[src/rtl/imem_loader_pkg.sv]
// Shared types and constants for the instruction-memory loader.
// The CHECK state only exists when IMEM_LOADER_CHECKSUM_EN is defined.
package imem_loader_pkg;

  localparam int DSIZE          = 32;
  localparam int ISIZE          = 32;
  localparam int BYTES_PER_INST = 4;

  typedef enum logic [2:0] {
    IDLE  = 3'd0,
    RECV  = 3'd1,
    WRITE = 3'd2,
`ifdef IMEM_LOADER_CHECKSUM_EN
    CHECK = 3'd4,
`endif
    DONE  = 3'd3
  } state_e;

endpackage

[src/rtl/imem_loader_if.sv]
// Host byte stream, instruction-memory write port and status flags of the loader.
// The loader side uses the slave modport; the host/memory side uses master.
interface imem_loader_if;
  import imem_loader_pkg::*;

  logic             start;
  logic [15:0]      word_count;
  logic [7:0]       in_data;
  logic             in_valid;
  logic             in_ready;
  logic             mem_wen;
  logic [DSIZE-1:0] mem_addr;
  logic [DSIZE-1:0] mem_wdata;
  logic             cpu_hold;
  logic             busy;
  logic             done;
  logic             err;

  modport slave (
    input  start, word_count, in_data, in_valid,
    output in_ready, mem_wen, mem_addr, mem_wdata, cpu_hold, busy, done, err
  );

  modport master (
    output start, word_count, in_data, in_valid,
    input  in_ready, mem_wen, mem_addr, mem_wdata, cpu_hold, busy, done, err
  );

endinterface

[src/rtl/imem_byte_packer.sv]
// Assembles little-endian bytes into one instruction word; the first byte lands in bits [7:0].
module imem_byte_packer
  import imem_loader_pkg::*;
(
  input  logic             clk,
  input  logic             rst,
  input  logic             clear_i,
  input  logic             accept_i,
  input  logic [7:0]       byte_i,
  output logic [ISIZE-1:0] word_o,
  output logic             last_o
);

  localparam int IDXW = $clog2(BYTES_PER_INST);

  // Only the first three bytes need storing; the fourth is merged combinationally.
  logic [ISIZE-9:0] shift_q, shift_d;
  logic [IDXW-1:0]  idx_q, idx_d;

  assign word_o = {byte_i, shift_q};
  assign last_o = accept_i && (idx_q == IDXW'(BYTES_PER_INST - 1));

  always_comb begin
    shift_d = shift_q;
    idx_d   = idx_q;
    if (clear_i) begin
      shift_d = '0;
      idx_d   = '0;
    end else if (accept_i) begin
      shift_d = word_o[ISIZE-1:8];
      idx_d   = idx_q + IDXW'(1);
    end
  end

  always_ff @(posedge clk or negedge rst) begin
    if (!rst) begin
      shift_q <= '0;
      idx_q   <= '0;
    end else begin
      shift_q <= shift_d;
      idx_q   <= idx_d;
    end
  end

endmodule

[src/rtl/imem_loader.sv]
// Loads word_count instructions from a byte stream into instruction memory while holding the CPU.
// Defining IMEM_LOADER_CHECKSUM_EN adds a trailing XOR checksum byte checked after the last word.
module imem_loader
  import imem_loader_pkg::*;
#(
  parameter int DEPTH = 256
) (
  input logic          clk,
  input logic          rst,
  imem_loader_if.slave bus
);

  localparam logic [16:0] DEPTH_W = 17'(DEPTH);

  state_e           state_q, state_d;
  logic [15:0]      wordIdx_q, wordIdx_d;
  logic [15:0]      count_q, count_d;
  logic [DSIZE-1:0] addr_q, addr_d;
  logic [DSIZE-1:0] wdata_q, wdata_d;
  logic             err_q, err_d;
  logic             readyInt, wenInt, doneInt;
  logic             accept, packAccept, lastByte, countOk, startOk, startBad;
  logic [ISIZE-1:0] packedWord;

  assign accept     = bus.in_valid && readyInt;
  assign packAccept = accept && (state_q == RECV);
  assign countOk    = (bus.word_count != 16'd0) && ({1'b0, bus.word_count} <= DEPTH_W);
  assign startOk    = (state_q == IDLE) && bus.start && countOk;
  assign startBad   = (state_q == IDLE) && bus.start && !countOk;

  imem_byte_packer u_packer (
    .clk      (clk),
    .rst      (rst),
    .clear_i  (startOk),
    .accept_i (packAccept),
    .byte_i   (bus.in_data),
    .word_o   (packedWord),
    .last_o   (lastByte)
  );

  always_ff @(posedge clk or negedge rst) begin
    if (!rst) begin
      state_q <= IDLE;
    end else begin
      state_q <= state_d;
    end
  end

  always_comb begin
    state_d = state_q;
    case (state_q)
      IDLE:  if (startOk) state_d = RECV;
      RECV:  if (lastByte) state_d = WRITE;
      WRITE: begin
        if (wordIdx_q + 16'd1 == count_q) begin
`ifdef IMEM_LOADER_CHECKSUM_EN
          state_d = CHECK;
`else
          state_d = DONE;
`endif
        end else begin
          state_d = RECV;
        end
      end
`ifdef IMEM_LOADER_CHECKSUM_EN
      CHECK: if (accept) state_d = DONE;
`endif
      DONE:    state_d = IDLE;
      default: state_d = IDLE;
    endcase
  end

  always_comb begin
    readyInt = 1'b0;
    wenInt   = 1'b0;
    doneInt  = 1'b0;
    case (state_q)
      RECV:  readyInt = 1'b1;
      WRITE: wenInt   = 1'b1;
`ifdef IMEM_LOADER_CHECKSUM_EN
      CHECK: readyInt = 1'b1;
`endif
      DONE:  doneInt  = 1'b1;
      default: ;
    endcase
  end

  assign bus.in_ready  = readyInt;
  assign bus.mem_wen   = wenInt;
  assign bus.done      = doneInt;
  assign bus.busy      = (state_q != IDLE);
  assign bus.cpu_hold  = (state_q != IDLE);
  assign bus.mem_addr  = addr_q;
  assign bus.mem_wdata = wdata_q;
  assign bus.err       = err_q;

`ifdef IMEM_LOADER_CHECKSUM_EN
  logic [7:0] csum_q, csum_d;
`endif

  // Address and data are captured with the last byte so they stay stable outside WRITE.
  always_comb begin
    wordIdx_d = wordIdx_q;
    count_d   = count_q;
    addr_d    = addr_q;
    wdata_d   = wdata_q;
    err_d     = err_q;
    if (startOk) begin
      wordIdx_d = '0;
      count_d   = bus.word_count;
      err_d     = 1'b0;
    end
    if (startBad) err_d = 1'b1;
    if (lastByte) begin
      addr_d  = DSIZE'(wordIdx_q);
      wdata_d = DSIZE'(packedWord);
    end
    if ((state_q == WRITE) && (state_d == RECV)) wordIdx_d = wordIdx_q + 16'd1;
`ifdef IMEM_LOADER_CHECKSUM_EN
    csum_d = csum_q;
    if (startOk) csum_d = 8'h00;
    else if (packAccept) csum_d = csum_q ^ bus.in_data;
    if ((state_q == CHECK) && accept && (bus.in_data != csum_q)) err_d = 1'b1;
`endif
  end

  always_ff @(posedge clk or negedge rst) begin
    if (!rst) begin
      wordIdx_q <= '0;
      count_q   <= '0;
      addr_q    <= '0;
      wdata_q   <= '0;
      err_q     <= 1'b0;
`ifdef IMEM_LOADER_CHECKSUM_EN
      csum_q    <= 8'h00;
`endif
    end else begin
      wordIdx_q <= wordIdx_d;
      count_q   <= count_d;
      addr_q    <= addr_d;
      wdata_q   <= wdata_d;
      err_q     <= err_d;
`ifdef IMEM_LOADER_CHECKSUM_EN
      csum_q    <= csum_d;
`endif
    end
  end

endmodule

[src/flat_wrapper.sv]
// flat-port wrapper written by rule: the top's interface ports become plain ports
module imem_loader_flat import imem_loader_pkg::*;
#(
  parameter int DEPTH = 256
)
  (clk, rst, bus_start, bus_word_count, bus_in_data, bus_in_valid, bus_in_ready, bus_mem_wen, bus_mem_addr, bus_mem_wdata, bus_cpu_hold, bus_busy, bus_done, bus_err);
  imem_loader_if bus_i ();
  input logic clk;
  input logic rst;
  input wire logic [$bits(bus_i.start)-1:0] bus_start;
  input wire logic [$bits(bus_i.word_count)-1:0] bus_word_count;
  input wire logic [$bits(bus_i.in_data)-1:0] bus_in_data;
  input wire logic [$bits(bus_i.in_valid)-1:0] bus_in_valid;
  output wire logic [$bits(bus_i.in_ready)-1:0] bus_in_ready;
  output wire logic [$bits(bus_i.mem_wen)-1:0] bus_mem_wen;
  output wire logic [$bits(bus_i.mem_addr)-1:0] bus_mem_addr;
  output wire logic [$bits(bus_i.mem_wdata)-1:0] bus_mem_wdata;
  output wire logic [$bits(bus_i.cpu_hold)-1:0] bus_cpu_hold;
  output wire logic [$bits(bus_i.busy)-1:0] bus_busy;
  output wire logic [$bits(bus_i.done)-1:0] bus_done;
  output wire logic [$bits(bus_i.err)-1:0] bus_err;
  assign bus_i.start = bus_start;
  assign bus_i.word_count = bus_word_count;
  assign bus_i.in_data = bus_in_data;
  assign bus_i.in_valid = bus_in_valid;
  assign bus_in_ready = bus_i.in_ready;
  assign bus_mem_wen = bus_i.mem_wen;
  assign bus_mem_addr = bus_i.mem_addr;
  assign bus_mem_wdata = bus_i.mem_wdata;
  assign bus_cpu_hold = bus_i.cpu_hold;
  assign bus_busy = bus_i.busy;
  assign bus_done = bus_i.done;
  assign bus_err = bus_i.err;
  imem_loader #(.DEPTH(DEPTH)) u_core (.clk(clk), .rst(rst), .bus(bus_i));
endmodule
[config.mk]
export PLATFORM = sky130hd
export DESIGN_NAME = imem_loader_flat
export DESIGN_NICKNAME = d
export VERILOG_FILES = /design/src/rtl/imem_loader_pkg.sv /design/src/rtl/imem_loader_if.sv /design/src/rtl/imem_byte_packer.sv /design/src/rtl/imem_loader.sv /design/src/flat_wrapper.sv
export SDC_FILE = /design/constraint.sdc
export NUM_CORES = 1
export LEC_CHECK = 0
export BUFFER_PORTS_ARGS = -buffer_cell sky130_fd_sc_hd__buf_2
export CAP_MARGIN = 20
export CELL_PAD_IN_SITES_DETAIL_PLACEMENT = 1
export CELL_PAD_IN_SITES_GLOBAL_PLACEMENT = 1
export CORE_ASPECT_RATIO = 1.5
export CORE_MARGIN = 4
export CORE_UTILIZATION = 36
export DETAILED_ROUTE_END_ITERATION = 8
export GPL_TIMING_DRIVEN = 0
export PLACE_DENSITY = 0.69
export SLEW_MARGIN = 20
export SYNTH_ARGS = -nofsm -noshare
export SYNTH_HDL_FRONTEND = slang
export SYNTH_SLANG_ARGS = --single-unit
[constraint.sdc]
create_clock -name clk -period 4 [get_ports clk]
set_input_delay 0.2 -clock clk [delete_from_list [all_inputs] [get_ports clk]]
set_output_delay 0.2 -clock clk [all_outputs]
set_load 0.02 [all_outputs]
# == Yosys cells after proc, flatten, opt, wreduce, memory -nomap -nowiden ==
# Cells that the tools add are included.
# word_totals
reg_bits,110
inputBits,28
output_inout_bits,70
wordCells,47
# classes
n_addsub,2
n_lt_le_gt_ge,1
eq_ne,6
mux,15
reduce_logical,15
# ops
cell,count
$mux W24,2
$mux W16,2
$add A16 B1 Y16 const B,1
$eq A16 B16 Y1,1
$le A16 B9 Y1 const B,1
$reduce_bool A16 Y1,1
$pmux W3 S3,1
$logic_and A1 B1 Y1,8
$eq A3 B1 Y1 const B,2
$eq A3 B2 Y1 const B,2
$mux W2,3
$mux W3,2
$reduce_bool A2 Y1,3
$mux W1,5
$logic_not A3 Y1,1
$reduce_bool A3 Y1,1
$add A2 B1 Y2 const B,1
$eq A2 B2 Y1 const B,1
$logic_not A1 Y1,1

# == Longest topological paths before layout ==
# Gate-level depths: netlist (run 1).
# logic_depth
ltp_word,10
ltp_mapped,10

# == By module ==
# Synthesis (run 1) repeated with hierarchy kept, for this count alone.
# unflattened
cells_unflattened,446
area_unflattened_um2,5318.9
# by_module_without_submodules
mod,instances,cells_each,area_each_um2,seq_area_each_um2
imem_loader,1,352,4165.2,2102.0
imem_byte_packer,1,94,1153.6,650.6

# == Worst setup path before layout (run 1) ==
# OpenSTA, ideal clock, no wires.
# synth_path
kind,reg2reg
startpoint,register u_core.wordIdx_q[1]
endpoint,register u_core.wordIdx_q[0]
setup_ps,64
arrival_time_ps,2804
required_ps,3936
setup_slack_ps,1132
stages_incl_launch_ff,11
n_path_buf,2
path_cell_list,dfrtp_1 ha_1 and4_2 buf_2 nand4_1 xnor2_1 or4_4 or4_4 a21oi_4 buf_6 mux2_2
# synth_via
elab_chain_cells,7
word_cells_on_any_way,8
# synth_rtl
element,line_no,source
start: declaration,imem_loader.sv:16,"logic [15:0] wordIdx_q, wordIdx_d;"
start signal: assignment,imem_loader.sv:138,wordIdx_q <= wordIdx_d;
$add A16 B1 Y16 *,imem_loader.sv:55,if (wordIdx_q + 16'd1 == count_q) begin
$eq A16 B16 Y1 *,imem_loader.sv:55,
$mux W2 *,imem_loader.sv:55,
$pmux W3 S3 *,imem_loader.sv:51,case (state_q)
$eq A3 B1 Y1 *,imem_loader.sv:118,if ((state_q == WRITE) && (state_d == RECV)) wordIdx_d = wordIdx_q + 16'd1;
$logic_and A1 B1 Y1 *,imem_loader.sv:118,
$mux W16 or $reduce_bool A2 Y1 (tied branches),-,
# Mark *: on every way between the ends. The rest lies on a longest branch, timed or not.
# A chain may end at the register's enable or synchronous reset.

# == Worst setup path in the final report (run 1) ==
# layout_path
startpoint,register u_core.wordIdx_q[1]
endpoint,register u_core.wordIdx_q[9]
# layout_via
elab_chain_cells,7
word_cells_on_any_way,8
# layout_rtl
element,line_no
$add A16 B1 Y16 *,"imem_loader.sv:55, imem_loader.sv:118"
$eq A16 B16 Y1,imem_loader.sv:55
$mux W2,imem_loader.sv:55
$pmux W3 S3,imem_loader.sv:51
$eq A3 B1 Y1,imem_loader.sv:118
$logic_and A1 B1 Y1,imem_loader.sv:118
$mux W16 or $reduce_bool A2 Y1 (tied branches),-
# Marked as above.

==> impl_results.md, run 1 <==
* Final hold violation count at 0
* Total Routing Usage GR at 17.2%
* Largest family of logic cells by synthesized area: simple AND/OR/NAND/NOR gates
* Tmin final at 3.50 ns
* CTS buffer count at 9
* #FFs+latches synth at 110
* Peak supply drop at 206 µV
* Setup_tns at 0 ns
* Post-Synth Simple-Gate Area at 15.8%
* Yosys warnings at 0
* Fraction of layout cells with a size suffix above 1 at 32.2%
* 1st-pass router iterations at 4
* P_leak at 3.20 nW
* Later-pin clock latency in the skew report at around 0.36 ns
* Slowest CP cell: or4_4
* Worst Hold Class: primary input to flop
* Synth Instances at 478
* Clock Power Share at between 40% and 50%
* MaxCap Viol Count at 0
* Switching share of power at 25.1%
* RSZ-0062 raised after global routing: no
* Largest net degree at the start of global routing at between 60 and 70
* Clock transition at path regs at 0.08 ns
* Reg2Reg Setup Slack at 0.50 ns
* Commonest non-fill, non-tap cells in the layout: dfrtp_1 (110), buf_2 (88), nand2_1 (70)
* Tcrit/Tclk final at 87.5%
* Via count at approximately 4000
* Area after DPL at 5910 µm²
* Int Pwr at 1.61 mW
* Gpl congestion at 0.904
* Commonest non-fill, non-tap cell in the layout: dfrtp_1
* Sequential cell area fraction in the yosys report at between 50% and 60%
* Final Max Slew Viols at 0
* Setup Crit Path Kind: flop to flop
* R2R Path End: u_core.wordIdx_q[9]$_DFFE_PN0P_
* FP Rows at 53
* CP max stage delay at roughly 0.50 ns
* Core footprint at 14100 µm²
* Number of global-route vias before repair at 4344
* Post-synth top area share at 53.2%
* CP required at 4.24 ns
* Initial antenna violation count at 0
* Post-synthesis adder-cell area fraction at 0.484%
* Initial core utilization at roughly 37%
* Maximum fanout along the worst path at 10
* CTS Sinks at 110
* Hold endpoint: u_core.u_packer.shift_q[21]$_DFFE_PN0P_
* CTS root buffer: clkbuf_16
* WHS Path Cells at 3
* Reg-to-reg startpoint: u_core.wordIdx_q[1]$_DFFE_PN0P_
* Post-DRT Antenna Nets at 0
* Headroom to the max-slew limit at 55.2%
* Mux cell area share after synthesis at 11.7%
* Hold buffers post-CTS at 1
* Mean area per synthesized cell at 10.8 µm²
* Finish-stage setup viols at 0
* Comb power frac at ~4.2%
* # resized after CTS at 0
* Worst Reg-to-Reg Cells at 10
* Synth area leader: dfrtp_1
* Power Dens Cells at between 300 and 400 nW/µm²
* Post-CTS setup buffer count at 0
* DIE AREA at 16400 µm²
* Reg power frac at around 52%
* Worst slew pin tran at slightly below 0.7 ns
* Post-synth EDFFs at 0
* DR iter-0 viols at 97
* Die Height at between 150 and 200 µm
* Routed wire length at roughly 13000 µm
* Area of the multi-input gates at approximately 2200 µm²
* Filler cell count at 1631
* Crit end category: flop
* Wire per inst at 17.1 µm
* Vias per cell at 5.01
* First-pass GRT wire length at 22400 µm
* Status: complete, no violations
* Crit-path cells: ha_1, and4_2, buf_2, nand4_1, xnor2_1, or4_4, nor4_2, buf_2, nor2_1, a211o_1
* ANT cells at 0
* Post-synthesis xor/xnor area fraction at 4.06%
* CTS Buffer Depth at 2
* Count of different cell masters after synthesis at 52
* Num ports at 98
* CTS tree: yes
* Final net count at between 600 and 700
* Syn Std Cell Area at a little over 5000 µm²
* Max Fclk at 286 MHz
* Port Buffers at 81
* Final clock skew at 0.0132 ns
* Startpoint type of the worst setup path: flop
* Ranking of synthesized cells by area: dfrtp_1 (53%), mux2_2 (12%), nand2_1 (5.1%)
* Detail Placement HPWL at 10200 µm
* Critical path data arrival time at 3.74 ns
* Main synth FF type: dfrtp_1
* Drt drc at 0
* Fin area at 6250 µm²
* Grt ovf at 0
* Async SR Flop Fraction at between 90% and 100%
* Psw at between 0.5 and 0.6 mW
* H-tree levels at 3
* Chip Width at between 100 and 150 µm
* Compound-Gate Fraction of Synth Area at 8.75%
* Area Overhead vs Synth at 20.7%
* Hold Startpoint: bus_in_data[5]
* FF/Latch Area at 2750 µm²
* CP most frequent cell: buf_2
==> registers in the layout, summed over array words and instances (netlist names) <==
signal / count
u_core.wordIdx_q: 16
u_core.u_packer.shift_q: 24
u_core.bus.mem_addr: 16
u_core.bus.mem_wdata: 32
u_core.state_q: 3
u_core.bus.err: 1
u_core.count_q: 16
u_core.u_packer.idx_q: 2
==> worst max path at each step <==
stage	from	endpoint	slack, ns
6_report	u_core.wordIdx_q[1]$_DFFE_PN0P_	u_core.wordIdx_q[9]$_DFFE_PN0P_	0.50
5_1_grt	u_core.wordIdx_q[1]$_DFFE_PN0P_	u_core.wordIdx_q[2]$_DFFE_PN0P_	0.24
4_1_cts	u_core.wordIdx_q[1]$_DFFE_PN0P_	u_core.wordIdx_q[9]$_DFFE_PN0P_	0.50
3_5_place_dp	u_core.wordIdx_q[1]$_DFFE_PN0P_	u_core.wordIdx_q[5]$_DFFE_PN0P_	0.50
3_3_place_gp	u_core.wordIdx_q[1]$_DFFE_PN0P_	u_core.wordIdx_q[9]$_DFFE_PN0P_	0.54
2_1_floorplan	u_core.wordIdx_q[1]$_DFFE_PN0P_	u_core.wordIdx_q[0]$_DFFE_PN0P_	1.13
==> cells in the mapped netlist (all sizes together) (2+ instances only) <==
cell and instances:
a211o 2, a211oi 3, a21o 3, a21oi 33, a221o 5, a22o 2
a311oi 2, a31oi 2, and2 2, and3 4, buf 31, clkbuf 15
dfrtp 110, ha 2, inv 7, mux2 53, nand2 70, nand3 14
nand4 8, nand4b 2, nor2 24, nor2b 10, nor3 8, nor3b 2
nor4 7, nor4b 2, o21ai 11, o31ai 2, or3 3, or4 4
xnor2 16, xor2 8
==> kinds of logic after synthesis <==
| kind of cell | count (synthesis) |
|---|---|
| compound gates | 70 |
| xor+xnor | 24 |
| fa+ha+maj | 2 |
| buf+inv | 53 |
| flops | 110 |
| mux | 54 |
| other cells | 1 |
| simple gates | 164 |
==> per-stage QoR <==
step	setup WS (ns)	instances	hold slack, ns	total power, mW	utilization (%)
after floorplan	1.13	494	-0.0956	1.19	-
after global placement	0.543	767	0.452	1.23	41.8
after CTS	0.498	785	0.0730	2.17	44.4
after detailed placement	0.495	768	0.151	1.23	42.1
final	0.499	785	0.0882	2.14	44.4
after global routing	0.239	785	0.0823	2.24	44.4
==> area by class of cell <==
| cell class | instances | area share, % |
|---|---|---|
| clock buffers | 9 | 3.61 |
| multi-input cells | 331 | 34.9 |
| plain buffers | 46 | 4.43 |
| well taps | 192 | 3.85 |
| repair buffers | 83 | 7.19 |
| flip-flops and latches | 110 | 44.1 |
| inverters | 7 | 0.421 |
| clock inverters | 7 | 1.58 |
==> power groups by stage <==
stage	sequential, mW	combinational (mW)	clock [mW]
2_1_floorplan	1.14	0.0424	0
6_report	1.12	0.0899	0.930
3_3_place_gp	1.14	0.0835	0
5_1_grt	1.12	0.101	1.01
3_5_place_dp	1.14	0.0901	0
4_1_cts	1.12	0.0915	0.960
==> layer usage <==
metal	vias up	wire [µm]	track usage, %
met3	20	530	3.42
met1	1977	5170	18.9
met4	0	287	5.56
met5	-	0	0
met2	87	7410	32.5
li1	1852	-	-
==> critical path, delay by kind of cell, from the launching register on <==
kind,cells,cell delay [ns]
buffers and inverters,2,0.53
adders and majority gates,1,0.36
and+or+nand+nor,5,1.53
DFF,1,0.47
AOI/OAI and AO/OA,1,0.27
xor gates and xnor gates,1,0.22
Power figures use the tool's default switching activity.
==> run 2: changes to the inputs <==
- clock period: 4 -> 3.39 ns (I/O delays scaled with it)
==> impl_results.md, run 2 (synthesized netlist as in run 1, its figures left out) <==
* Status: complete, no violations
* Commonest non-fill, non-tap cells in the layout: dfrtp_1 (109), buf_2 (88), nand2_1 (70)
* WHS Path Cells at 3
* H-tree levels at 3
* Reg power frac at 52.3%
* Total Routing Usage GR at 17.2%
* Peak supply drop at about 240 µV
* Tcrit/Tclk final at 94.0%
* Worst slew pin tran at 0.657 ns
* Reg2Reg Setup Slack at between 0.2 and 0.25 ns
* Reg-to-reg startpoint: u_core.wordIdx_q[1]$_DFFE_PN0P_
* Clock transition at path regs at roughly 0.080 ns
* Post-DRT Antenna Nets at 0
* Num ports at 98
* Chip Width at ~110 µm
* Routed wire length at 13400 µm
* Filler cell count at 1629
* Comb power frac at 4.2%
* Worst Reg-to-Reg Cells at 10
* Headroom to the max-slew limit at between 50% and 60%
* Die Height at 155 µm
* Later-pin clock latency in the skew report at 0.36 ns
* Final clock skew at ~0.013 ns
* Grt ovf at 0
* Critical path data arrival time at roughly 3.5 ns
* Via count at 3944
* Largest net degree at the start of global routing at between 60 and 70
* CTS buffer count at 9
* Power Dens Cells at 404 nW/µm²
* Startpoint type of the worst setup path: flop
* Hold endpoint: u_core.u_packer.shift_q[21]$_DFFE_PN0P_
* DR iter-0 viols at 94
* Gpl congestion at between 0.9 and 1
* Setup Crit Path Kind: flop to flop
* R2R Path End: u_core.wordIdx_q[0]$_DFFE_PN0P_
* Largest register FFs at 32
* CTS Buffer Depth at 2
* MaxCap Viol Count at 0
* Initial core utilization at between 30% and 40%
* Initial antenna violation count at 0
* Int Pwr at 1.89 mW
* Vias per cell at 5.02
* Crit path launch: u_core.wordIdx_q[1]$_DFFE_PN0P_
* CTS tree: yes
* Detail Placement HPWL at 10200 µm
* Max Fclk at 314 MHz
* Commonest non-fill, non-tap cell in the layout: dfrtp_1
* CP required at 3.68 ns
* Final hold violation count at 0
* Drt drc at 0
* Psw at 0.636 mW
* P_leak at 3.20 nW
* Wire per inst at about 17 µm
* Setup_tns at 0 ns
* Switching share of power at 25.1%
* Placed cells at approximately 770
* Final Max Slew Viols at 0
* Number of global-route vias before repair at 4350
* Hold Startpoint: bus_in_data[5]
* DIE AREA at between 15000 and 20000 µm²
* CTS root buffer: clkbuf_16
* Worst Hold Class: primary input to flop
* 1st-pass router iterations at 4
* Area Overhead vs Synth at 21.2%
* Final core occ at ~45%
* First-pass GRT wire length at 22500 µm
* Core footprint at 14100 µm²
* RSZ-0062 raised after global routing: no
* CTS Sinks at 110
* Crit end category: flop
* FP Rows at between 50 and 60
* Tmin final at around 3.2 ns
* Clock Power Share at 43.4%
* Fraction of layout cells with a size suffix above 1 at 32.5%
* Non-filler cells, final at 785
* Finish-stage setup viols at 0
* Final net count at 618
* Maximum fanout along the worst path at 10
* Port Buffers at 81
* ANT cells at 0
==> run 2: cell counts in the layout (fill, tap and decap cells not counted) <==
Identical to the previous run, type by type.
==> run 2: cell type report <==
cell class              instances  area [µm²]  share of cell area (%)
flip-flops and latches        110        2750                    43.9
multi-input cells             331        2200                    35.1
repair buffers                 83         449                    7.16
plain buffers                  46         277                    4.41
well taps                     192         240                    3.83
clock buffers                   9         225                    3.59
clock inverters                 7        98.8                    1.58
inverters                       7        26.3                   0.419
==> run 2: worst max path at each step <==
stage	end	slack (ns)	cells after the start
floorplan	u_core.wordIdx_q[0]$_DFFE_PN0P_	0.52	10
global placement	u_core.wordIdx_q[9]$_DFFE_PN0P_	-0.07	10
detailed placement	u_core.wordIdx_q[5]$_DFFE_PN0P_	-0.11	10
CTS	u_core.wordIdx_q[0]$_DFFE_PN0P_	0.02	10
global route	u_core.wordIdx_q[0]$_DFFE_PN0P_	0.06	10
finish	u_core.wordIdx_q[0]$_DFFE_PN0P_	0.20	10
==> run 2: critical path: stages, from the launching register on <==
cell,delay [ns]
dfrtp_2,0.45
ha_4,0.20
and4_2,0.20
buf_2,0.19
nand4_1,0.20
xnor2_1,0.22
or4_4,0.52
or4_4,0.55
a21oi_4,0.24
buf_6,0.19
mux2_2,0.17
==> run 2: metrics by stage <==
| stage | setup slack, ns | cell area (µm²) | hold slack [ns] | total power [mW] |
|---|---|---|---|---|
| global placement | -0.0666 | 5880 | 0.421 | 1.45 |
| finish | 0.203 | 6270 | 0.0582 | 2.53 |
| global route | 0.0553 | 6270 | 0.0518 | 2.64 |
| floorplan | 0.522 | 5230 | -0.126 | 1.40 |
| detailed placement | -0.115 | 5910 | 0.120 | 1.46 |
| CTS | 0.0247 | 6260 | 0.0425 | 2.57 |
==> run 2: repair_timing <==
action                                  in CTS  in global routing
endpoints found under the hold margin       43                  0
pin swaps                                    0                  0
resized for setup                            2                  2
endpoints found under the setup margin      10                 13
setup buffers                                0                  0
hold buffers                                 1                  0
==> run 2: metal layers <==
layer / track usage [%] / part of all wire [%] / vias up
li1: - / - / 1855
met1: 19.0 / 38 / 1982
met2: 32.6 / 55 / 87
met3: 3.42 / 4.1 / 20
met4: 5.56 / 2.1 / 0
met5: 0 / 0 / -
==> run 2: power by group through the flow <==
| stage | clock, mW | combinational, mW | sequential [mW] |
|---|---|---|---|
| after detailed placement | 0 | 0.106 | 1.35 |
| final | 1.10 | 0.107 | 1.32 |
| after floorplan | 0 | 0.0500 | 1.35 |
| after CTS | 1.13 | 0.108 | 1.32 |
| after global routing | 1.20 | 0.120 | 1.33 |
| after global placement | 0 | 0.0985 | 1.35 |
==> run 3: changes to the inputs <==
- clock period: 3.39 -> 3 ns (I/O delays scaled with it)
==> impl_results.md, run 3 (synthesized netlist as in run 1, its figures left out) <==
* Area of the multi-input gates at roughly 2200 µm²
* Reg-to-reg startpoint: u_core.wordIdx_q[0]$_DFFE_PN0P_
* CTS tree: yes
* H-tree levels at 3
* Psw at 0.720 mW
* Post-DRT Antenna Nets at 0
* DR iter-0 viols at 118
* Final core occ at 45.2%
* Final clock skew at 0.0131 ns
* 1st-pass router iterations at 4
* Largest register FFs at 32
* Peak supply drop at 272 µV
* P_leak at 3.24 nW
* Delay-heaviest family, CP: simple AND/OR/NAND/NOR gates
* Slowest CP cell: or4_4
* Status: complete, no violations
* CP required at 3.29 ns
* R2R Path End: u_core.wordIdx_q[0]$_DFFE_PN0P_
* Clock Power Share at 43.4%
* Worst Reg-to-Reg Cells at 9
* First-pass GRT wire length at 22600 µm
* Clock transition at path regs at 0.09 ns
* Largest net degree at the start of global routing at just under 70
* DIE AREA at 16400 µm²
* Via count at approximately 4000
* Core footprint at between 10000 and 15000 µm²
* Final Max Slew Viols at 0
* Tmin final at 2.92 ns
* RSZ-0062 raised after global routing: no
* Worst slew pin tran at 0.674 ns
* CP max stage delay at 0.55 ns
* Setup Crit Path Kind: flop to flop
* Stages on the worst setup path at 9
* Crit path launch: u_core.wordIdx_q[0]$_DFFE_PN0P_
* Num ports at 98
* Chip Width at 106 µm
* Filler cell count at about 1600
* Commonest non-fill, non-tap cells in the layout: dfrtp_1 (109), buf_2 (85), nand2_1 (70)
* Switching share of power at 25.2%
* Grt ovf at 0
* Reg2Reg Setup Slack at just over 0.08 ns
* Crit end category: flop
* MaxCap Viol Count at 0
* Gpl congestion at 0.904
* Die Height at 155 µm
* Final hold violation count at 0
* Detail Placement HPWL at 10200 µm
* Total Routing Usage GR at 17.3%
* Crit-path cells: ha_4, and4_4, nand4_1, xnor2_1, or4_4, or4_4, a21oi_4, buf_6, mux2_2
* Comb power frac at under 10%
* Maximum fanout along the worst path at 10
* Int Pwr at 2.14 mW
* CTS buffer count at 9
* Drt drc at 0
* Max Fclk at approximately 340 MHz
* CP bufs+invs at 1
* CTS Sinks at 110
* Routed wire length at 13600 µm
* CTS root buffer: clkbuf_16
* Port Buffers at 81
* Fraction of layout cells with a size suffix above 1 at about a third
* Worst Hold Class: primary input to flop
* Vias per cell at 4.98
* CP most frequent cell: or4_4
* Startpoint type of the worst setup path: flop
* Headroom to the max-slew limit at 55.1%
* Initial core utilization at about 37%
* Commonest non-fill, non-tap cell in the layout: dfrtp_1
* Final Hold Slack at between 0.03 and 0.04 ns
* Finish-stage setup viols at 0
* Critical path data arrival time at 3.21 ns
* Initial antenna violation count at 0
* FP Rows at 53
* ANT cells at 0
* Reg power frac at 52.3%
* CTS Buffer Depth at 2
* FF/Latch Area at 2750 µm²
* Tcrit/Tclk final at 97.2%
* Wire per inst at 17.2 µm
* Power Dens Cells at between 400 and 500 nW/µm²
* Area Overhead vs Synth at 22.7%
* Final net count at 626
* Number of global-route vias before repair at roughly 4400
* Later-pin clock latency in the skew report at 0.35 ns
* Crit path capture: u_core.wordIdx_q[0]$_DFFE_PN0P_
-- run 3: cell count changes in the layout (fill, tap and decap cells not counted), sizes merged --
cell | before | now
buf | 113 | 122
clkbuf | 24 | 23
-- run 3: power groups by stage --
stage	clock [mW]	sequential, mW	combinational [mW]
final	1.24	1.50	0.123
after detailed placement	0	1.53	0.120
after CTS	1.28	1.50	0.125
after global placement	0	1.53	0.111
after global routing	1.35	1.50	0.138
after floorplan	0	1.52	0.0565
-- run 3: area by class of cell --
cell class | count | area share (%)
clock buffers | 9 | 3.55
inverters | 7 | 0.414
plain buffers | 44 | 4.30
multi-input cells | 331 | 34.8
repair buffers | 93 | 8.26
clock inverters | 7 | 1.56
flip-flops and latches | 110 | 43.4
well taps | 192 | 3.78
-- run 3: routing by layer --
metal | vias up | part of all wire (%) | global-route usage (%)
li1 | 1865 | - | -
met1 | 1991 | 39 | 19.2
met2 | 80 | 55 | 33.0
met3 | 16 | 3.8 | 3.34
met4 | 0 | 1.8 | 5.19
met5 | - | 0 | 0
-- run 3: worst min-delay path by stage --
| stage | startpoint | slack, ns | to | cells after the start |
|---|---|---|---|---|
| 6_report | bus_in_data[3] | 0.04 | u_core.u_packer.shift_q[19]$_DFFE_PN0P_ | 3 |
| 5_1_grt | bus_in_data[3] | 0.03 | u_core.u_packer.shift_q[19]$_DFFE_PN0P_ | 3 |
| 4_1_cts | bus_in_data[5] | 0.02 | u_core.u_packer.shift_q[21]$_DFFE_PN0P_ | 3 |
| 3_5_place_dp | rst | 0.10 | u_core.bus.mem_addr[2]$_DFFE_PN0P_ | 1 |
| 3_3_place_gp | bus_word_count[6] | 0.40 | u_core.count_q[6]$_DFFE_PN0P_ | 2 |
| 2_1_floorplan | rst | -0.15 | u_core.bus.err$_DFFE_PN0P_ | 0 |
-- run 3: timing repair --
item                       4_1_cts  5_1_grt
setup endpoints to repair       16       20
buffers inserted                 7        3
hold buffers                     1        0
pin swaps                        4        5
resized for setup                5        5
cloned                           0        0
hold endpoints to repair        43        0
-- run 3: stage by stage --
step / worst slack (ns) / TNS (ns) / area, µm² / power [mW] / cells
2_1_floorplan: 0.132 / 0 / 5230 / 1.58 / 494
3_3_place_gp: -0.457 / -5.98 / 5880 / 1.64 / 767
3_5_place_dp: -0.505 / -6.88 / 5910 / 1.65 / 768
4_1_cts: 0.0327 / 0 / 6320 / 2.90 / 791
5_1_grt: 0.00459 / 0 / 6350 / 2.99 / 793
6_report: 0.0829 / 0 / 6350 / 2.86 / 793
-- run 3: worst reg2reg max path, cell delays in order (launching register included) --
cell and delay, ns:
dfrtp_1 0.41, ha_4 0.20, and4_4 0.29, nand4_1 0.17, xnor2_1 0.22, or4_4 0.52, or4_4 0.55, a21oi_4 0.17
buf_6 0.18, mux2_2 0.17
